==> config.mk <==
export PLATFORM = sky130hd
export DESIGN_NAME = if_fetch
export DESIGN_NICKNAME = d
export VERILOG_FILES = /design/src/rtl/if_fetch_pkg.sv /design/src/rtl/if_fifo.sv /design/src/rtl/if_fetch.sv
export SDC_FILE = /design/constraint.sdc
export NUM_CORES = 1
export LEC_CHECK = 0
export CAP_MARGIN = 20
export CORE_MARGIN = 4
export CORE_UTILIZATION = 39
export DETAILED_ROUTE_END_ITERATION = 8
export SLEW_MARGIN = 5
export SYNTH_ARGS = -nofsm -noshare
export SYNTH_HDL_FRONTEND = slang
export SYNTH_SLANG_ARGS = --single-unit
export TNS_END_PERCENT = 50
==> constraint.sdc <==
create_clock -name clk -period 23.2 [get_ports clk]
set_input_delay 4.64 -clock clk [delete_from_list [all_inputs] [get_ports clk]]
set_output_delay 4.64 -clock clk [all_outputs]
set_load 0.01 [all_outputs]
==> src/rtl/if_fetch_pkg.sv <==
// Shared definitions for the instruction fetch unit: bus width, NOP encoding,
// pipeline hold encodings, fetch FSM states and the buffered FIFO entry layout.
package if_fetch_pkg;

    localparam int BUS_W = 32;

    localparam logic [BUS_W-1:0] INST_NOP = 32'h0000_0001;

    localparam logic [2:0] HOLD_NONE = 3'd0;
    localparam logic [2:0] HOLD_PC   = 3'd1;
    localparam logic [2:0] HOLD_IF   = 3'd2;
    localparam logic [2:0] HOLD_ID   = 3'd3;

    typedef enum logic [1:0] {
        ST_IDLE,
        ST_RUN,
        ST_FLUSH
    } fetch_state_t;

    // One buffered instruction: bus error flag, fetch address and returned word.
    typedef struct packed {
        logic             err;
        logic [BUS_W-1:0] addr;
        logic [BUS_W-1:0] data;
    } fetch_entry_t;

    function automatic logic [BUS_W-1:0] next_pc(input logic [BUS_W-1:0] pc);
        return pc + 32'd4;
    endfunction

endpackage

==> src/rtl/if_fifo.sv <==
// Small synchronous FIFO with async reset, synchronous clear, occupancy count
// and a combinational head. DEPTH must be a power of two so pointers wrap freely.
module if_fifo #(
    parameter int WIDTH = 8,
    parameter int DEPTH = 2
) (
    input  logic                     clk,
    input  logic                     rst,
    input  logic                     clr,
    input  logic                     push,
    input  logic [WIDTH-1:0]         push_data,
    input  logic                     pop,
    output logic [WIDTH-1:0]         head,
    output logic                     empty,
    output logic                     full,
    output logic [$clog2(DEPTH):0]   count
);

    localparam int PTR_W = $clog2(DEPTH);
    localparam int CNT_W = PTR_W + 1;

    logic [WIDTH-1:0] mem [DEPTH];
    logic [PTR_W-1:0] wr_ptr;
    logic [PTR_W-1:0] rd_ptr;
    logic             do_push;
    logic             do_pop;

    assign empty   = (count == '0);
    assign full    = (count == CNT_W'(DEPTH));
    assign do_pop  = pop && !empty;
    // A push into a full FIFO is accepted only when the head leaves in the same cycle.
    assign do_push = push && (!full || do_pop);
    assign head    = mem[rd_ptr];

    always_ff @(posedge clk or posedge rst) begin
        if (rst) begin
            wr_ptr <= '0;
            rd_ptr <= '0;
            count  <= '0;
            for (int i = 0; i < DEPTH; i++) begin
                mem[i] <= '0;
            end
        end else if (clr) begin
            wr_ptr <= '0;
            rd_ptr <= '0;
            count  <= '0;
        end else begin
            if (do_push) begin
                mem[wr_ptr] <= push_data;
                wr_ptr      <= wr_ptr + PTR_W'(1);
            end
            if (do_pop) begin
                rd_ptr <= rd_ptr + PTR_W'(1);
            end
            case ({do_push, do_pop})
                2'b10:   count <= count + CNT_W'(1);
                2'b01:   count <= count - CNT_W'(1);
                default: count <= count;
            endcase
        end
    end

endmodule

==> src/rtl/if_fetch.sv <==
// Instruction fetch unit: owns the PC, keeps up to DEPTH word fetches in flight
// and buffers returned instructions for IF/ID. Define IF_FETCH_BUS_ERR_EN for bus error tagging.
module if_fetch
    import if_fetch_pkg::*;
#(
    parameter logic [31:0] RESET_PC = 32'h0000_0000,
    parameter int          DEPTH    = 2
) (
    input  logic              clk,
    input  logic              rst,
    input  logic              jump_flag_i,
    input  logic [BUS_W-1:0]  jump_addr_i,
    input  logic [2:0]        hold_flag_i,
    output logic              ibus_req_o,
    output logic [BUS_W-1:0]  ibus_addr_o,
    input  logic              ibus_gnt_i,
    input  logic              ibus_rvalid_i,
    input  logic [BUS_W-1:0]  ibus_rdata_i,
`ifdef IF_FETCH_BUS_ERR_EN
    input  logic              ibus_err_i,
    output logic              inst_fault_o,
`endif
    output logic              inst_valid_o,
    output logic [BUS_W-1:0]  inst_o,
    output logic [BUS_W-1:0]  inst_addr_o
);

    localparam int              CNT_W   = $clog2(DEPTH) + 1;
    localparam logic [CNT_W:0]  DEPTH_L = (CNT_W + 1)'(DEPTH);

    fetch_state_t     state;
    fetch_state_t     state_nxt;
    logic [BUS_W-1:0] pc;
    logic [CNT_W-1:0] outstanding;
    logic [CNT_W-1:0] outstanding_nxt;
    logic [CNT_W-1:0] discard;
    logic [CNT_W-1:0] discard_nxt;
    logic [CNT_W-1:0] fifo_count;
    logic [CNT_W:0]   occupancy;
    logic             grant;
    logic             resp_drop;
    logic             resp_push;
    logic             resp_err;
    logic             pop_en;

    fetch_entry_t     push_entry;
    fetch_entry_t     head_entry;
    logic             data_empty;
    logic             data_full;

    logic [BUS_W-1:0] addr_head;
    logic             addr_empty;
    logic             addr_full;
    logic [CNT_W-1:0] addr_count;

`ifdef IF_FETCH_BUS_ERR_EN
    assign resp_err = ibus_err_i;
`else
    assign resp_err = 1'b0;
`endif

    // Buffered words plus words still in flight must never exceed the FIFO size.
    assign occupancy  = {1'b0, fifo_count} + {1'b0, outstanding};
    assign ibus_req_o = (state != ST_IDLE) && (hold_flag_i != HOLD_PC) && (occupancy < DEPTH_L);
    assign ibus_addr_o = pc;
    assign grant       = ibus_req_o && ibus_gnt_i;

    assign resp_drop = ibus_rvalid_i && (discard != '0);
    assign resp_push = ibus_rvalid_i && (discard == '0) && !jump_flag_i;
    assign pop_en    = (hold_flag_i < HOLD_IF);

    assign outstanding_nxt = outstanding + CNT_W'(grant) - CNT_W'(ibus_rvalid_i);

    assign push_entry = '{err: resp_err, addr: addr_head, data: ibus_rdata_i};

    // Request addresses in grant order; every response consumes one, dropped or not.
    if_fifo #(
        .WIDTH (BUS_W),
        .DEPTH (DEPTH)
    ) u_addr_fifo (
        .clk       (clk),
        .rst       (rst),
        .clr       (1'b0),
        .push      (grant),
        .push_data (pc),
        .pop       (ibus_rvalid_i),
        .head      (addr_head),
        .empty     (addr_empty),
        .full      (addr_full),
        .count     (addr_count)
    );

    if_fifo #(
        .WIDTH ($bits(fetch_entry_t)),
        .DEPTH (DEPTH)
    ) u_data_fifo (
        .clk       (clk),
        .rst       (rst),
        .clr       (jump_flag_i),
        .push      (resp_push),
        .push_data (push_entry),
        .pop       (pop_en),
        .head      (head_entry),
        .empty     (data_empty),
        .full      (data_full),
        .count     (fifo_count)
    );

    always_ff @(posedge clk or posedge rst) begin
        if (rst) begin
            state <= ST_IDLE;
        end else begin
            state <= state_nxt;
        end
    end

    // A jump overrides everything: all responses still in flight after this cycle get dropped.
    always_comb begin
        state_nxt   = state;
        discard_nxt = discard;
        case (state)
            ST_IDLE:  state_nxt = ST_RUN;
            ST_RUN:   state_nxt = ST_RUN;
            ST_FLUSH: begin
                if (resp_drop && (discard == CNT_W'(1))) begin
                    state_nxt = ST_RUN;
                end
            end
            default:  state_nxt = ST_IDLE;
        endcase
        if (resp_drop) begin
            discard_nxt = discard - CNT_W'(1);
        end
        if (jump_flag_i) begin
            discard_nxt = outstanding_nxt;
            state_nxt   = (outstanding_nxt != '0) ? ST_FLUSH : ST_RUN;
        end
    end

    always_ff @(posedge clk or posedge rst) begin
        if (rst) begin
            pc          <= RESET_PC;
            outstanding <= '0;
            discard     <= '0;
        end else begin
            outstanding <= outstanding_nxt;
            discard     <= discard_nxt;
            if (jump_flag_i) begin
                pc <= jump_addr_i;
            end else if (grant) begin
                pc <= next_pc(pc);
            end
        end
    end

    assign inst_valid_o = !data_empty;
    assign inst_o       = (data_empty || head_entry.err) ? INST_NOP : head_entry.data;
    assign inst_addr_o  = data_empty ? '0 : head_entry.addr;

`ifdef IF_FETCH_BUS_ERR_EN
    assign inst_fault_o = !data_empty && head_entry.err;
`endif

    // Bus protocol violations and internal bookkeeping invariants.
    a_rvalid_without_request: assert property (@(posedge clk) disable iff (rst)
        !(ibus_rvalid_i && (outstanding == '0)));
    a_addr_fifo_nonempty: assert property (@(posedge clk) disable iff (rst)
        !(ibus_rvalid_i && addr_empty));
    a_addr_fifo_no_overflow: assert property (@(posedge clk) disable iff (rst)
        !(grant && addr_full));
    a_addr_count_tracks: assert property (@(posedge clk) disable iff (rst)
        (addr_count == outstanding));
    a_data_no_overflow: assert property (@(posedge clk) disable iff (rst)
        !(resp_push && data_full && !pop_en));

endmodule

==> metrics.txt <==
Total Nets Final=about 1.2k; IO buf count=169; clock period minus worst slack=between 10 and 15 ns; highest net fanout along the worst path=11; portion of synthesized cell area occupied by the leading cell type=between 50% and 60%; CP arrival=approximately 6.6 ns; critical path's top delay family=buffers and inverters; placed wire-length estimate=between 15000 and 20000 µm; H-tree depth=1; endpoint required time on the critical path=roughly 19 ns; total wire length after detailed routing=roughly 25000 µm; CTS tree=done; count of nets left with antenna violations after detail routing=0; category of the most critical setup path=primary input to output port; final weighted congestion of routability-driven global placement=0.817; total internal power=between 1 and 1.5 mW; Max-slew headroom=between 20 and 30%; number of clock sinks seen by CTS=roughly 240; number of buffers inserted to repair setup after CTS=0; buffers from clock root to sink, at most=3; Worst IR Drop VDD=about 0.000065 V; fraction of final layout cells with drive strength greater than 1=17.8%; Syn-to-layout area delta=27.4%; synth unique cells=43; proportion of register bits with asynchronous set or reset after synthesis=100%; final setup margin=12.00 ns; post-synthesis cell type with the largest combined area=dfrtp_1; hold buffer count at cts=0; top cells by area in the synthesized netlist=dfrtp_1 (55%), mux2_2 (13%), mux2i_1 (8.9%); post-layout utilization of the core=slightly above 50%; leftover overflow at the end of global routing=0; standby leakage power=around 5.8 nW; max-cap violations=0; power per unit of standard cell area=about 110 nW/µm²; Commonest cells post-synth=dfrtp_1 (238), mux2_2 (125), nand2_1 (111), o21ai_0 (105), mux2i_1 (97); total of cells resized after clock tree synthesis=0; Hold/Removal Path Class=flip-flop to flip-flop; number of cell rows=60; total vias in the final route=around 7.4k; worst path buffer plus inverter count=3; clock transition time at the flip-flop clock pins of the worst setup and hold paths=0.06 ns; relative contribution of the clock network to total power=a little under 30%; CP Capture Type=output port; max-slew violation count=0; die area=a little over 30000 µm²; number of detailed-routing iterations run before antenna repair=4; Cells after Synth=around 950; count of endpoints failing setup in the final report=0; total nets after synthesis=approximately 1k; Comb power frac=about a quarter; sequential power share=between 40% and 50%; Most used DFF post-synth=dfrtp_1; sequential standard cell area=between 5000 and 6000 µm²; mean post-synth cell area=roughly 11 µm²; number of antenna violations at the first check in global routing=0; clock tree skew after final layout=around 0.012 ns; warning count from the yosys run=0; Period Utilization, post-route=48.3%; die outline width=around 170 µm; critical path launch point type=primary input; multi-input gate area in the final layout=~4600 µm²; transition at the pin with the smallest max-transition slack=between 1 and 1.5 ns; status=completed; Core Area=approximately 27000 µm²; Setup WS pre-CTS=approximately 12 ns; maximum achievable frequency=roughly 0.089 GHz; flops & latches, synth=238; GRT Resource Usage Total=between 15 and 20%; EDFF count, synth=0; number of diodes added for antenna fixing=0; vias in the first global route=roughly 7.6k; largest stage delay on the critical path=roughly 0.55 ns; switch share=just under 30%; standard cell with the maximum stage delay on the critical path=clkdlybuf4s50_1; final hold violation count=0; most common cell in the netlist=dfrtp_1; clock tree root driver cell=clkbuf_16; detailed-route wire length per cell=16.9 µm; proportion of synthesized chip area in sequential cells=54.9%; Inserted Clock Buffers=27; setup repair after global routing missed its margin=no; vias per cell=around 5.0; pin count of the biggest net entering global routing=94; library cell appearing most often on the critical path=clkdlybuf4s50_1; starting utilization of the core area=between 30% and 40%; wire length of the first global-routing pass=about 41000 µm; switching power total=454 µW; Fillers=approximately 2.5k; DRC viols=0; critical path, cell by cell=clkdlybuf4s50_1 -> or3b_1 -> nand3_1 -> inv_1 -> clkdlybuf4s50_1; final setup TNS=0 ns; synthesized cell area=about 11000 µm²; insertion delay of the later-clocked pin in the worst-skew pair=~0.53 ns; Initial DRC Count=between 400 and 500; IO Count=170; die span in y=between 150 and 200 µm
-- logic make-up after synthesis --
kind of cell / count (synthesis) / synth area share, %
AOI/OAI and AO/OA: 117 / 5.70
xor gates and xnor gates: 36 / 2.91
adders and majority gates: 7 / 0.876
buffers and inverters: 69 / 2.74
DFF: 238 / 54.9
muxes: 223 / 22.0
and+or+nand+nor: 255 / 10.9
-- power groups by stage --
stage | Clock [mW] | Combinational (mW) | Sequential (mW)
floorplan | 0 | 0.309 | 0.651
global placement | 0 | 0.392 | 0.685
detailed placement | 0 | 0.402 | 0.692
CTS | 0.462 | 0.404 | 0.686
global route | 0.478 | 0.447 | 0.708
finish | 0.449 | 0.397 | 0.684
-- cells in the final DEF (no fill, tap or decap), types with 3 or more instances in the layout --
master,instances
clkinv_2,3
clkbuf_1,5
mux2i_1,97
dfrtp_1,236
a21oi_1,4
clkdlybuf4s50_1,168
nand2_1,110
clkbuf_16,27
nor4_1,6
mux2_2,125
o21ai_0,105
clkbuf_8,7
nand3_1,16
xor2_1,18
ha_1,6
buf_4,9
xnor2_1,18
inv_1,13
nand4_1,15
nor2_1,75
nor3_1,6
bufinv_16,4
-- metrics by stage --
stage	hold WS, ns	total power, mW	cells	cell area [µm²]
after floorplan	0.434	0.959	945	10900
after global placement	0.457	1.08	1440	12900
after detailed placement	0.469	1.09	1440	12900
after CTS	0.479	1.55	1490	13800
after global routing	0.499	1.63	1490	13800
final	0.476	1.53	1490	13800
-- final timing paths --
path | startpoint | end | slack, ns | cells past startpoint
worst max-delay path | hold_flag_i[1] | ibus_req_o | 12.00 | 5
worst min-delay path | state[0] | state[0] | 0.48 | 1
worst max register to register | u_data_fifo.count[1] | state[0] | 20.03 | 12
worst min register to register | state[0] | state[0] | 0.48 | 1
max in group asynchronous | rst | u_addr_fifo.rd_ptr | 16.31 | 4
min in group asynchronous | rst | u_data_fifo.mem[58] | 4.62 | 2
-- worst register-to-register path: cells and delay by family, from the launching register on --
kind	cells	cell delay, ns
fa+ha+maj	3	0.98
simple gates	2	0.60
flops	1	0.57
compound gates	3	0.43
xor+xnor	2	0.31
buf+inv	2	0.21
-- cell type report --
cell class | count | share of cell area, %
flip-flops and latches | 238 | 43.1
multi-input cells | 638 | 33.5
repair buffers | 178 | 12.7
clock buffers | 39 | 5.72
well taps | 372 | 3.37
clock inverters | 11 | 1.21
inverters | 14 | 0.434
-- registers in the layout (all words and copies together), names as in the netlist --
signal              flops
state                   2
u_data_fifo.rd_ptr      1
u_addr_fifo.count       2
outstanding             2
ibus_addr_o            32
discard                 2
u_data_fifo.wr_ptr      1
u_data_fifo.mem       128
u_addr_fifo.mem        64
u_data_fifo.count       2
u_addr_fifo.wr_ptr      1
u_addr_fifo.rd_ptr      1
-- per-layer routing --
layer | wire, µm | vias up | global-route usage [%]
met1 | 12400 | 3614 | 23.6
met3 | 1270 | 40 | 2.70
met4 | 517 | 0 | 3.73
li1 | - | 3589 | -
met2 | 10900 | 194 | 25.5
met5 | 0 | - | 0
Power figures use the tool's default switching activity.
